$ cat config.mk
export PLATFORM = sky130hd
export DESIGN_NAME = capacitive_touch_detector
export DESIGN_NICKNAME = d
export VERILOG_FILES = /design/src/rtl/touch_pkg.sv /design/src/rtl/touch_sample_tick.sv /design/src/rtl/capacitive_touch_detector.sv
export SDC_FILE = /design/constraint.sdc
export NUM_CORES = 2
export LEC_CHECK = 0
export ABC_AREA = 0
export CORE_MARGIN = 2
export CORE_UTILIZATION = 45
export DETAILED_ROUTE_END_ITERATION = 8
export PLACE_DENSITY_LB_ADDON = 0.15
export SKIP_CTS_REPAIR_TIMING = 1
export SYNTH_ARGS = -nofsm -noshare
export SYNTH_HDL_FRONTEND = slang
export SYNTH_SLANG_ARGS = --single-unit
$ cat constraint.sdc
create_clock -name clock -period 37.9 [get_ports clock]
set_clock_uncertainty 0.1 [all_clocks]
set_input_delay 11.37 -clock clock [delete_from_list [all_inputs] [get_ports clock]]
set_output_delay 11.37 -clock clock [all_outputs]
set_load 0.01 [all_outputs]
$ cat src/rtl/touch_pkg.sv
// rtl/touch_pkg.sv - shared constants, FSM encoding and saturating add for the touch detector
package touch_pkg;

    localparam int NUM_SENSORS = 9;
    localparam int READING_W   = 32;
    localparam int CNT_W       = 4;
    localparam int IDX_W       = 4;

    typedef enum logic [1:0] {
        CALIB    = 2'd0,
        CAL_SCAN = 2'd1,
        IDLE     = 2'd2,
        SCAN     = 2'd3
    } touch_state_t;

    // Clamp at all-ones so a huge baseline can never produce a wrapped, tiny threshold
    function automatic logic [READING_W-1:0] sat_add(
        input logic [READING_W-1:0] a,
        input logic [READING_W-1:0] b
    );
        logic [READING_W:0] sum;
        sum = {1'b0, a} + {1'b0, b};
        return sum[READING_W] ? {READING_W{1'b1}} : sum[READING_W-1:0];
    endfunction

endpackage

$ cat src/rtl/touch_sample_tick.sv
// rtl/touch_sample_tick.sv - free-running sample period counter with a one-cycle tick
module touch_sample_tick #(
    parameter int SAMPLE_PERIOD = 50000
) (
    input  logic clock,
    input  logic reset,
    output logic tick
);

    localparam int CNT_WIDTH = $clog2(SAMPLE_PERIOD);
    localparam logic [CNT_WIDTH-1:0] TERMINAL = CNT_WIDTH'(SAMPLE_PERIOD - 1);

    logic [CNT_WIDTH-1:0] count;

    // Count 0..SAMPLE_PERIOD-1 and wrap; only reset restarts the phase
    always_ff @(posedge clock) begin
        if (reset) begin
            count <= '0;
        end else if (count == TERMINAL) begin
            count <= '0;
        end else begin
            count <= count + 1'b1;
        end
    end

    assign tick = (count == TERMINAL);

endmodule

$ cat src/rtl/capacitive_touch_detector.sv
// rtl/capacitive_touch_detector.sv - baseline calibration and debounced touch detection for 9 pads
module capacitive_touch_detector
    import touch_pkg::*;
#(
    parameter int SAMPLE_PERIOD = 50000,
    parameter int CAL_SHIFT     = 4,
    parameter int THRESHOLD     = 200,
    parameter int DEBOUNCE      = 3
) (
    input  logic                             clock,
    input  logic                             reset,
    input  logic [NUM_SENSORS*READING_W-1:0] readings,
    input  logic                             recal,
    input  logic [NUM_SENSORS-1:0]           clear_hits,
    output logic [NUM_SENSORS-1:0]           touched,
    output logic [NUM_SENSORS-1:0]           hits,
    output logic                             calibrated
);

    localparam int ACC_W     = READING_W + CAL_SHIFT;
    localparam int CAL_CNT_W = CAL_SHIFT + 1;
    localparam logic [CAL_CNT_W-1:0] CAL_SAMPLES   = CAL_CNT_W'(1 << CAL_SHIFT);
    localparam logic [IDX_W-1:0]     LAST_IDX      = IDX_W'(NUM_SENSORS - 1);
    localparam logic [CNT_W-1:0]     DEBOUNCE_CNT  = CNT_W'(DEBOUNCE);
    localparam logic [READING_W-1:0] THRESHOLD_VAL = READING_W'(THRESHOLD);

    touch_state_t state;
    touch_state_t state_next;

    logic                 tick;
    logic [IDX_W-1:0]     idx;
    logic [CAL_CNT_W-1:0] cal_cnt;

    logic [READING_W-1:0] snapshot [NUM_SENSORS];
    logic [READING_W-1:0] baseline [NUM_SENSORS];
    logic [ACC_W-1:0]     acc      [NUM_SENSORS];
    logic [CNT_W-1:0]     cnt      [NUM_SENSORS];

    logic scan_en;
    logic cal_scan_en;
    logic cal_load;
    logic last_idx;

    logic [READING_W-1:0]   snap_sel;
    logic [READING_W-1:0]   base_sel;
    logic [CNT_W-1:0]       cnt_sel;
    logic [CNT_W-1:0]       cnt_inc;
    logic                   touched_sel;
    logic                   raw_touch;
    logic                   disagree;
    logic                   flip;
    logic [NUM_SENSORS-1:0] hit_set;

    touch_sample_tick #(
        .SAMPLE_PERIOD(SAMPLE_PERIOD)
    ) u_tick (
        .clock(clock),
        .reset(reset),
        .tick (tick)
    );

    // FSM state register
    always_ff @(posedge clock) begin
        if (reset) begin
            state <= CALIB;
        end else begin
            state <= state_next;
        end
    end

    // Next-state: recal aborts anything and restarts calibration
    always_comb begin
        state_next = state;
        if (recal) begin
            state_next = CALIB;
        end else begin
            case (state)
                CALIB: begin
                    if (cal_cnt == CAL_SAMPLES) begin
                        state_next = IDLE;
                    end else if (tick) begin
                        state_next = CAL_SCAN;
                    end
                end
                CAL_SCAN: if (last_idx) state_next = CALIB;
                IDLE:     if (tick)     state_next = SCAN;
                SCAN:     if (last_idx) state_next = IDLE;
                default:  state_next = CALIB;
            endcase
        end
    end

    // FSM output decode
    always_comb begin
        scan_en     = (state == SCAN);
        cal_scan_en = (state == CAL_SCAN);
        cal_load    = (state == CALIB) && (cal_cnt == CAL_SAMPLES);
        last_idx    = (idx == LAST_IDX);
    end

    // Shared compare/debounce datapath for the sensor currently addressed by idx
    always_comb begin
        snap_sel    = snapshot[idx];
        base_sel    = baseline[idx];
        cnt_sel     = cnt[idx];
        touched_sel = touched[idx];
        cnt_inc     = cnt_sel + 1'b1;
        raw_touch   = snap_sel > sat_add(base_sel, THRESHOLD_VAL);
        disagree    = (raw_touch != touched_sel);
        flip        = disagree && (cnt_inc == DEBOUNCE_CNT);
        hit_set     = '0;
        if (scan_en && flip && raw_touch) begin
            hit_set = NUM_SENSORS'(1) << idx;
        end
    end

    // Freeze all readings on each tick so a scan sees one consistent sample
    always_ff @(posedge clock) begin
        if (reset) begin
            for (int i = 0; i < NUM_SENSORS; i++) snapshot[i] <= '0;
        end else if (tick) begin
            for (int i = 0; i < NUM_SENSORS; i++) snapshot[i] <= readings[i*READING_W +: READING_W];
        end
    end

    // Scan index and count of completed calibration scans
    always_ff @(posedge clock) begin
        if (reset || recal) begin
            idx     <= '0;
            cal_cnt <= '0;
        end else if (scan_en || cal_scan_en) begin
            idx <= last_idx ? '0 : idx + 1'b1;
            if (cal_scan_en && last_idx) begin
                cal_cnt <= cal_cnt + 1'b1;
            end
        end
    end

    // Accumulate calibration samples and latch averaged baselines when done
    always_ff @(posedge clock) begin
        if (reset) begin
            for (int i = 0; i < NUM_SENSORS; i++) begin
                acc[i]      <= '0;
                baseline[i] <= '0;
            end
            calibrated <= 1'b0;
        end else if (recal) begin
            for (int i = 0; i < NUM_SENSORS; i++) acc[i] <= '0;
            calibrated <= 1'b0;
        end else begin
            if (cal_scan_en) begin
                acc[idx] <= acc[idx] + ACC_W'(snap_sel);
            end
            if (cal_load) begin
                for (int i = 0; i < NUM_SENSORS; i++) baseline[i] <= acc[i][CAL_SHIFT +: READING_W];
                calibrated <= 1'b1;
            end
        end
    end

    // Debounce counter and touch state update for the scanned sensor
    always_ff @(posedge clock) begin
        if (reset || recal) begin
            for (int i = 0; i < NUM_SENSORS; i++) cnt[i] <= '0;
            touched <= '0;
        end else if (scan_en) begin
            if (!disagree) begin
                cnt[idx] <= '0;
            end else if (flip) begin
                touched[idx] <= raw_touch;
                cnt[idx]     <= '0;
            end else begin
                cnt[idx] <= cnt_inc;
            end
        end
    end

    // Sticky hit flags; a new rising edge beats a same-cycle clear
    always_ff @(posedge clock) begin
        if (reset || recal) begin
            hits <= '0;
        end else begin
            hits <= (hits & ~clear_hits) | hit_set;
        end
    end

endmodule

# ---- After elaboration in Yosys (flattened, before gate mapping)
# Memory sizes are Yosys's and may differ from the RTL's. A register that Yosys moved wholly into a read port is not among the register bits.
# Cells that the tools add are included.
dict set report word_totals {
  regBits 46
  latchBits 0
  ramBits 936
  romBits 0
  input_bits 300
  out_inout_bits 19
  wordCells 170
  mem_count 4
}
# name depth width rd rd_clocked_by_memory_dff write_ports line
set memory_table {}
lappend memory_table {acc 9 36 10 1 9 capacitive_touch_detector.sv:36} ;# logic [ACC_W-1:0] acc [NUM_SENSORS];
lappend memory_table {baseline 9 32 1 1 9 capacitive_touch_detector.sv:35} ;# logic [READING_W-1:0] baseline [NUM_SENSORS];
lappend memory_table {snapshot 9 32 1 1 9 capacitive_touch_detector.sv:34} ;# logic [READING_W-1:0] snapshot [NUM_SENSORS];
lappend memory_table {cnt 9 4 1 1 9 capacitive_touch_detector.sv:37} ;# logic [CNT_W-1:0] cnt [NUM_SENSORS];
dict set report op_classes {
  add_sub_neg 6
  multipliers 0
  n_div 0
  order_cmp 3
  eq_ne 12
  shifts 1
  mux 89
  n_bitwise 32
  reduce_logical 16
}
# cell count
set op_table {}
lappend op_table {{$mux W32} 19}
lappend op_table {{$mux W36} 10}
lappend op_table {{$mux W4} 14}
lappend op_table {{$add A36 B32 Y36} 1}
lappend op_table {{$mux W1} 36}
lappend op_table {{$reduce_or A36 Y1} 1}
lappend op_table {{$add A32 B8 Y33 const B} 1}
lappend op_table {{$gt A32 B32 Y1} 1}
lappend op_table {{$or A1 B1 Y1} 29}
lappend op_table {{$add A16 B1 Y16 const B} 1}
lappend op_table {{$eq A16 B16 Y1 const B} 1}
lappend op_table {{$mux W2} 5}
lappend op_table {{$and A9 B9 Y9} 1}
lappend op_table {{$bwmux W9} 1}
lappend op_table {{$mux W9} 1}
lappend op_table {{$not A9 Y9} 1}
lappend op_table {{$or A9 B9 Y9} 1}
lappend op_table {{$shl A1 B4 Y9 const A} 1}
lappend op_table {{$add A4 B1 Y4 const B} 2}
lappend op_table {{$pmux W2 S4} 1}
lappend op_table {{$logic_and A1 B1 Y1} 6}
lappend op_table {{$add A5 B1 Y5 const B} 1}
lappend op_table {{$eq A5 B5 Y1 const B} 1}
lappend op_table {{$lt A4 B5 Y1 const B} 1}
lappend op_table {{18 further kinds} 22}

# ---- Depth between registers and ports, before layout
dict set report logic_depth {
  depth_word 14
  ltp_mapped 24
  mapped_depth_nobuf 18
}

# ---- Cells and area by module
# From an unflattened synthesis, not the netlist that was laid out.
dict set report hier_totals {
  hier_cells 3785
  area_unflattened_um2 57634.0
}
# module n_inst cells_per_inst area_per_inst_um2 seq_area_each_um2
set by_module_without_submodules {}
lappend by_module_without_submodules {capacitive_touch_detector 1 3704 56875.8 37195.7}
lappend by_module_without_submodules {touch_sample_tick 1 81 758.2 320.3}

# ---- Worst setup path before layout
# No wires, ideal clock.
dict set report synth_timing {
  path_kind {input-to-reg}
  from {in reset}
  to {mem snapshot[0][0], enable pin}
  setup_ns 0.765
  arrival_time_ns 19.646
  required_time_ns 37.035
  setup_slack_ns 17.389
  path_stages 3
  n_path_buf 2
  path_cell_list {nand2b_1 clkbuf_1 clkbuf_1}
}
# element line
set synth_lines {}
lappend synth_lines {{start: declaration} capacitive_touch_detector.sv:11} ;# input logic reset,
lappend synth_lines {{end: declaration} capacitive_touch_detector.sv:34}

==> impl_metrics.json <==
{
  "peakVddDrop_mv": 0.0457,
  "busiest_layer": "met2",
  "clk_pin_slew_ns": 0.06,
  "endpoint_kind": "flip-flop",
  "powerDensity_nw_per_um2": 45.6,
  "clock.fmax_ghz": 0.0669,
  "synth_area_per_cell_sq_um": 15.3,
  "place_congestion": 0.838,
  "viasPerCell": 5.58,
  "cts_tree": "built",
  "r2r_cells": 20,
  "fin_area_sq_um": 66800,
  "reg2reg_slack_ns": 29.34,
  "syn-num-nets": 4121,
  "ant_nets": 0,
  "die_w_um": 361,
  "synth_area_leaders": "edfxtp_1 64%, mux4_2 11%, and2_1 6.5%",
  "layout-drive-gt1-share": 0.159,
  "placed_cell_area_sq_um": 62400,
  "crit_chain": "clkdlybuf4s50_1 -> or2_2 -> nor3b_1 -> buf_4 -> nand3_2 -> nand2_2",
  "drcViolationCount": 0,
  "chipHeight_um": 361,
  "hpwlAfterDp_um": 92800,
  "numCtsBuffers": 140,
  "regToRegEndpoint": "cnt[11][2]",
  "synth_top_area_cell": "edfxtp_1",
  "crit_type": "in -> reg",
  "yosys.cell_types.count": 85,
  "cp_slowest_cell": "nand2_2",
  "clock-sinks": 1266,
  "period_share": 0.394,
  "holdPathStages": 1,
  "period_minus_slack_ns": 14.94,
  "syn_area_sq_um": 57500,
  "cts-root-buf": "clkbuf_16",
  "die_area_sq_um": 131000,
  "routedWlPerCell_um": 24.8,
  "setup_viol_count_final": 0,
  "hp-start": "u_tick.count[0]",
  "vias": 32500,
  "syn2layout_area_growth_pct": 16.2,
  "cellLeakagePower_nw": 23.5,
  "synthTopCellsByCount": "1216 x edfxtp_1, 598 x and2_1, 431 x nor2_1, 280 x mux4_2, 160 x clkbuf_1",
  "ctsHtreeMaxLevel": 4,
  "placement_rows": 131,
  "fin_util": 0.525,
  "setup_tns_ns": 0,
  "finalMaxSlewViolations": 0,
  "max-slew-margin-rel": 0.170,
  "insertion_delay_ns": 0.74,
  "ys_seq_area_frac": 0.653,
  "arrival_ns": 15.19,
  "core_area_sq_um": 127000,
  "holdPathEnd": "u_tick.count[0]",
  "gr-usage-met2": 0.360,
  "hold_path_class": "reg -> reg",
  "drv_cap": 0,
  "grt_pass1_vias": 32800,
  "rsz0062_at_grt": "no",
  "grt_util_met1": 0.308,
  "grt_remaining_overflow": 0,
  "crit_required_ns": 38.15,
  "antenna_found_initial": 4,
  "initialDrtViolationCount": 3178,
  "synth_top_area_share": 0.635,
  "yosysMostFrequentCell": "edfxtp_1",
  "critPathLaunchType": "input pin",
  "hold_violations": 0,
  "grt_pass1_wl_um": 214000,
  "dr.pass1.iters": 5,
  "synthCells": 3744,
  "synth_flop_cell": "edfxtp_1",
  "status": "completed",
  "async_reset_ff_frac": 0,
  "slowest_delay_ns": 1.27,
  "grt_usage": 0.222,
  "clockBufferDepth": 3,
  "nets": 4433,
  "io_buffers": 318,
  "initial_core_util": 0.452,
  "ioPinCount": 319,
  "grt_max_degree": 290,
  "met3_usage": 0.0469,
  "crit_fanout": 37,
  "worst_pin_slew_ns": 1.24,
  "wirelength_um": 144000,
  "synth-edff-count": 1216,
  "ys_ff_latch": 1266,
  "synth_warnings": 0
}
## layer usage
layer / up-vias / routed length, um / part of all wire
met5: - / 39 / 0.00027
met4: 6 / 2890 / 0.020
met3: 202 / 10500 / 0.073
met2: 1090 / 68500 / 0.47
met1: 16500 / 62400 / 0.43
li1: 14700 / - / -
## area by class of cell
type | instances | area (sq um)
Antenna cell | 1 | 2.50
Clock buffer | 176 | 3790
Clock inverter | 74 | 583
Fill cell | 10500 | 60400
Inverter | 64 | 240
Multi-Input combinational cell | 2190 | 18700
Sequential cell | 1266 | 37500
Tap cell | 1662 | 2080
Timing Repair Buffer | 394 | 3840
## cell usage in the layout, fill, tap and decap left out, types with 10 or more instances in the layout
cell type | netlist | final
nand3_1 | 41 | 33
o21ai_0 | 70 | 70
clkbuf_16 | 0 | 146
inv_1 | 63 | 63
and2_1 | 598 | 591
nand2_1 | 139 | 129
buf_4 | 6 | 69
mux4_1 | 14 | 14
nand4_1 | 16 | 16
nand3b_1 | 10 | 10
mux4_2 | 280 | 280
nand3_2 | 3 | 11
mux2_2 | 39 | 39
ha_1 | 76 | 76
dfxtp_1 | 50 | 46
xor2_1 | 30 | 30
clkinv_1 | 1 | 39
o22ai_1 | 17 | 17
a21oi_1 | 71 | 71
xnor2_1 | 40 | 40
nand2_2 | 1 | 11
a21o_1 | 26 | 25
o21a_1 | 13 | 13
nor3_1 | 20 | 20
nor2_1 | 431 | 429
clkinv_2 | 0 | 17
clkbuf_1 | 160 | 28
clkdlybuf4s50_1 | 0 | 318
a22o_1 | 21 | 21
mux2i_1 | 80 | 80
edfxtp_1 | 1216 | 1216
## how the worst max path moves through the flow
| stage | startpoint | to | slack (ns) |
|---|---|---|---|
| after floorplan | reset | snapshot[0][0] | 17.39 |
| after global placement | reset | acc[1][16] | 22.08 |
| after detailed placement | reset | acc[1][17] | 22.11 |
| after CTS | reset | acc[1][10] | 22.93 |
| after global routing | reset | acc[1][22] | 22.71 |
| final | reset | acc[1][22] | 22.96 |
## metrics by stage
step	hold slack (ns)	cells	worst slack, ns	power, mW
floorplan	0.318	3744	17.39	1.69
global placement	0.333	5576	22.08	1.76
detailed placement	0.343	5576	22.11	1.77
CTS	0.355	5826	22.93	3.07
global route	0.387	5826	22.71	3.14
finish	0.351	5827	22.96	3.04
## kinds of logic after synthesis
family	count (synthesis)	synth area share
and+or+nand+nor	1323	0.120
buffers and inverters	288	0.0235
adders and majority gates	77	0.0169
DFF	1266	0.653
muxes	417	0.139
AOI/OAI and AO/OA	303	0.0376
xor gates and xnor gates	70	0.0107
## power by group
part | total, mW | leakage [nW] | switching (mW) | internal, mW
logic | 0.150 | 8.48 | 0.0890 | 0.0615
clock network | 1.31 | 2.13 | 0.545 | 0.760
registers | 1.59 | 12.9 | 0.0130 | 1.57
## registers in the layout, summed over array words and instances, names as in the netlist, named ones only
| signal | cells |
|---|---|
| acc | 576 |
| baseline | 288 |
| snapshot | 288 |
| cnt | 64 |
| u_tick.count | 16 |
| hits | 9 |
| touched | 9 |
| cal_cnt | 5 |
| idx | 4 |
| state | 2 |
| calibrated | 1 |
## critical path: cells and delay by family
kind                   cells  cell delay (ns)
buffers and inverters      2             0.90
AND/OR/NAND/NOR            4             2.88
Power figures use the tool's default switching activity.
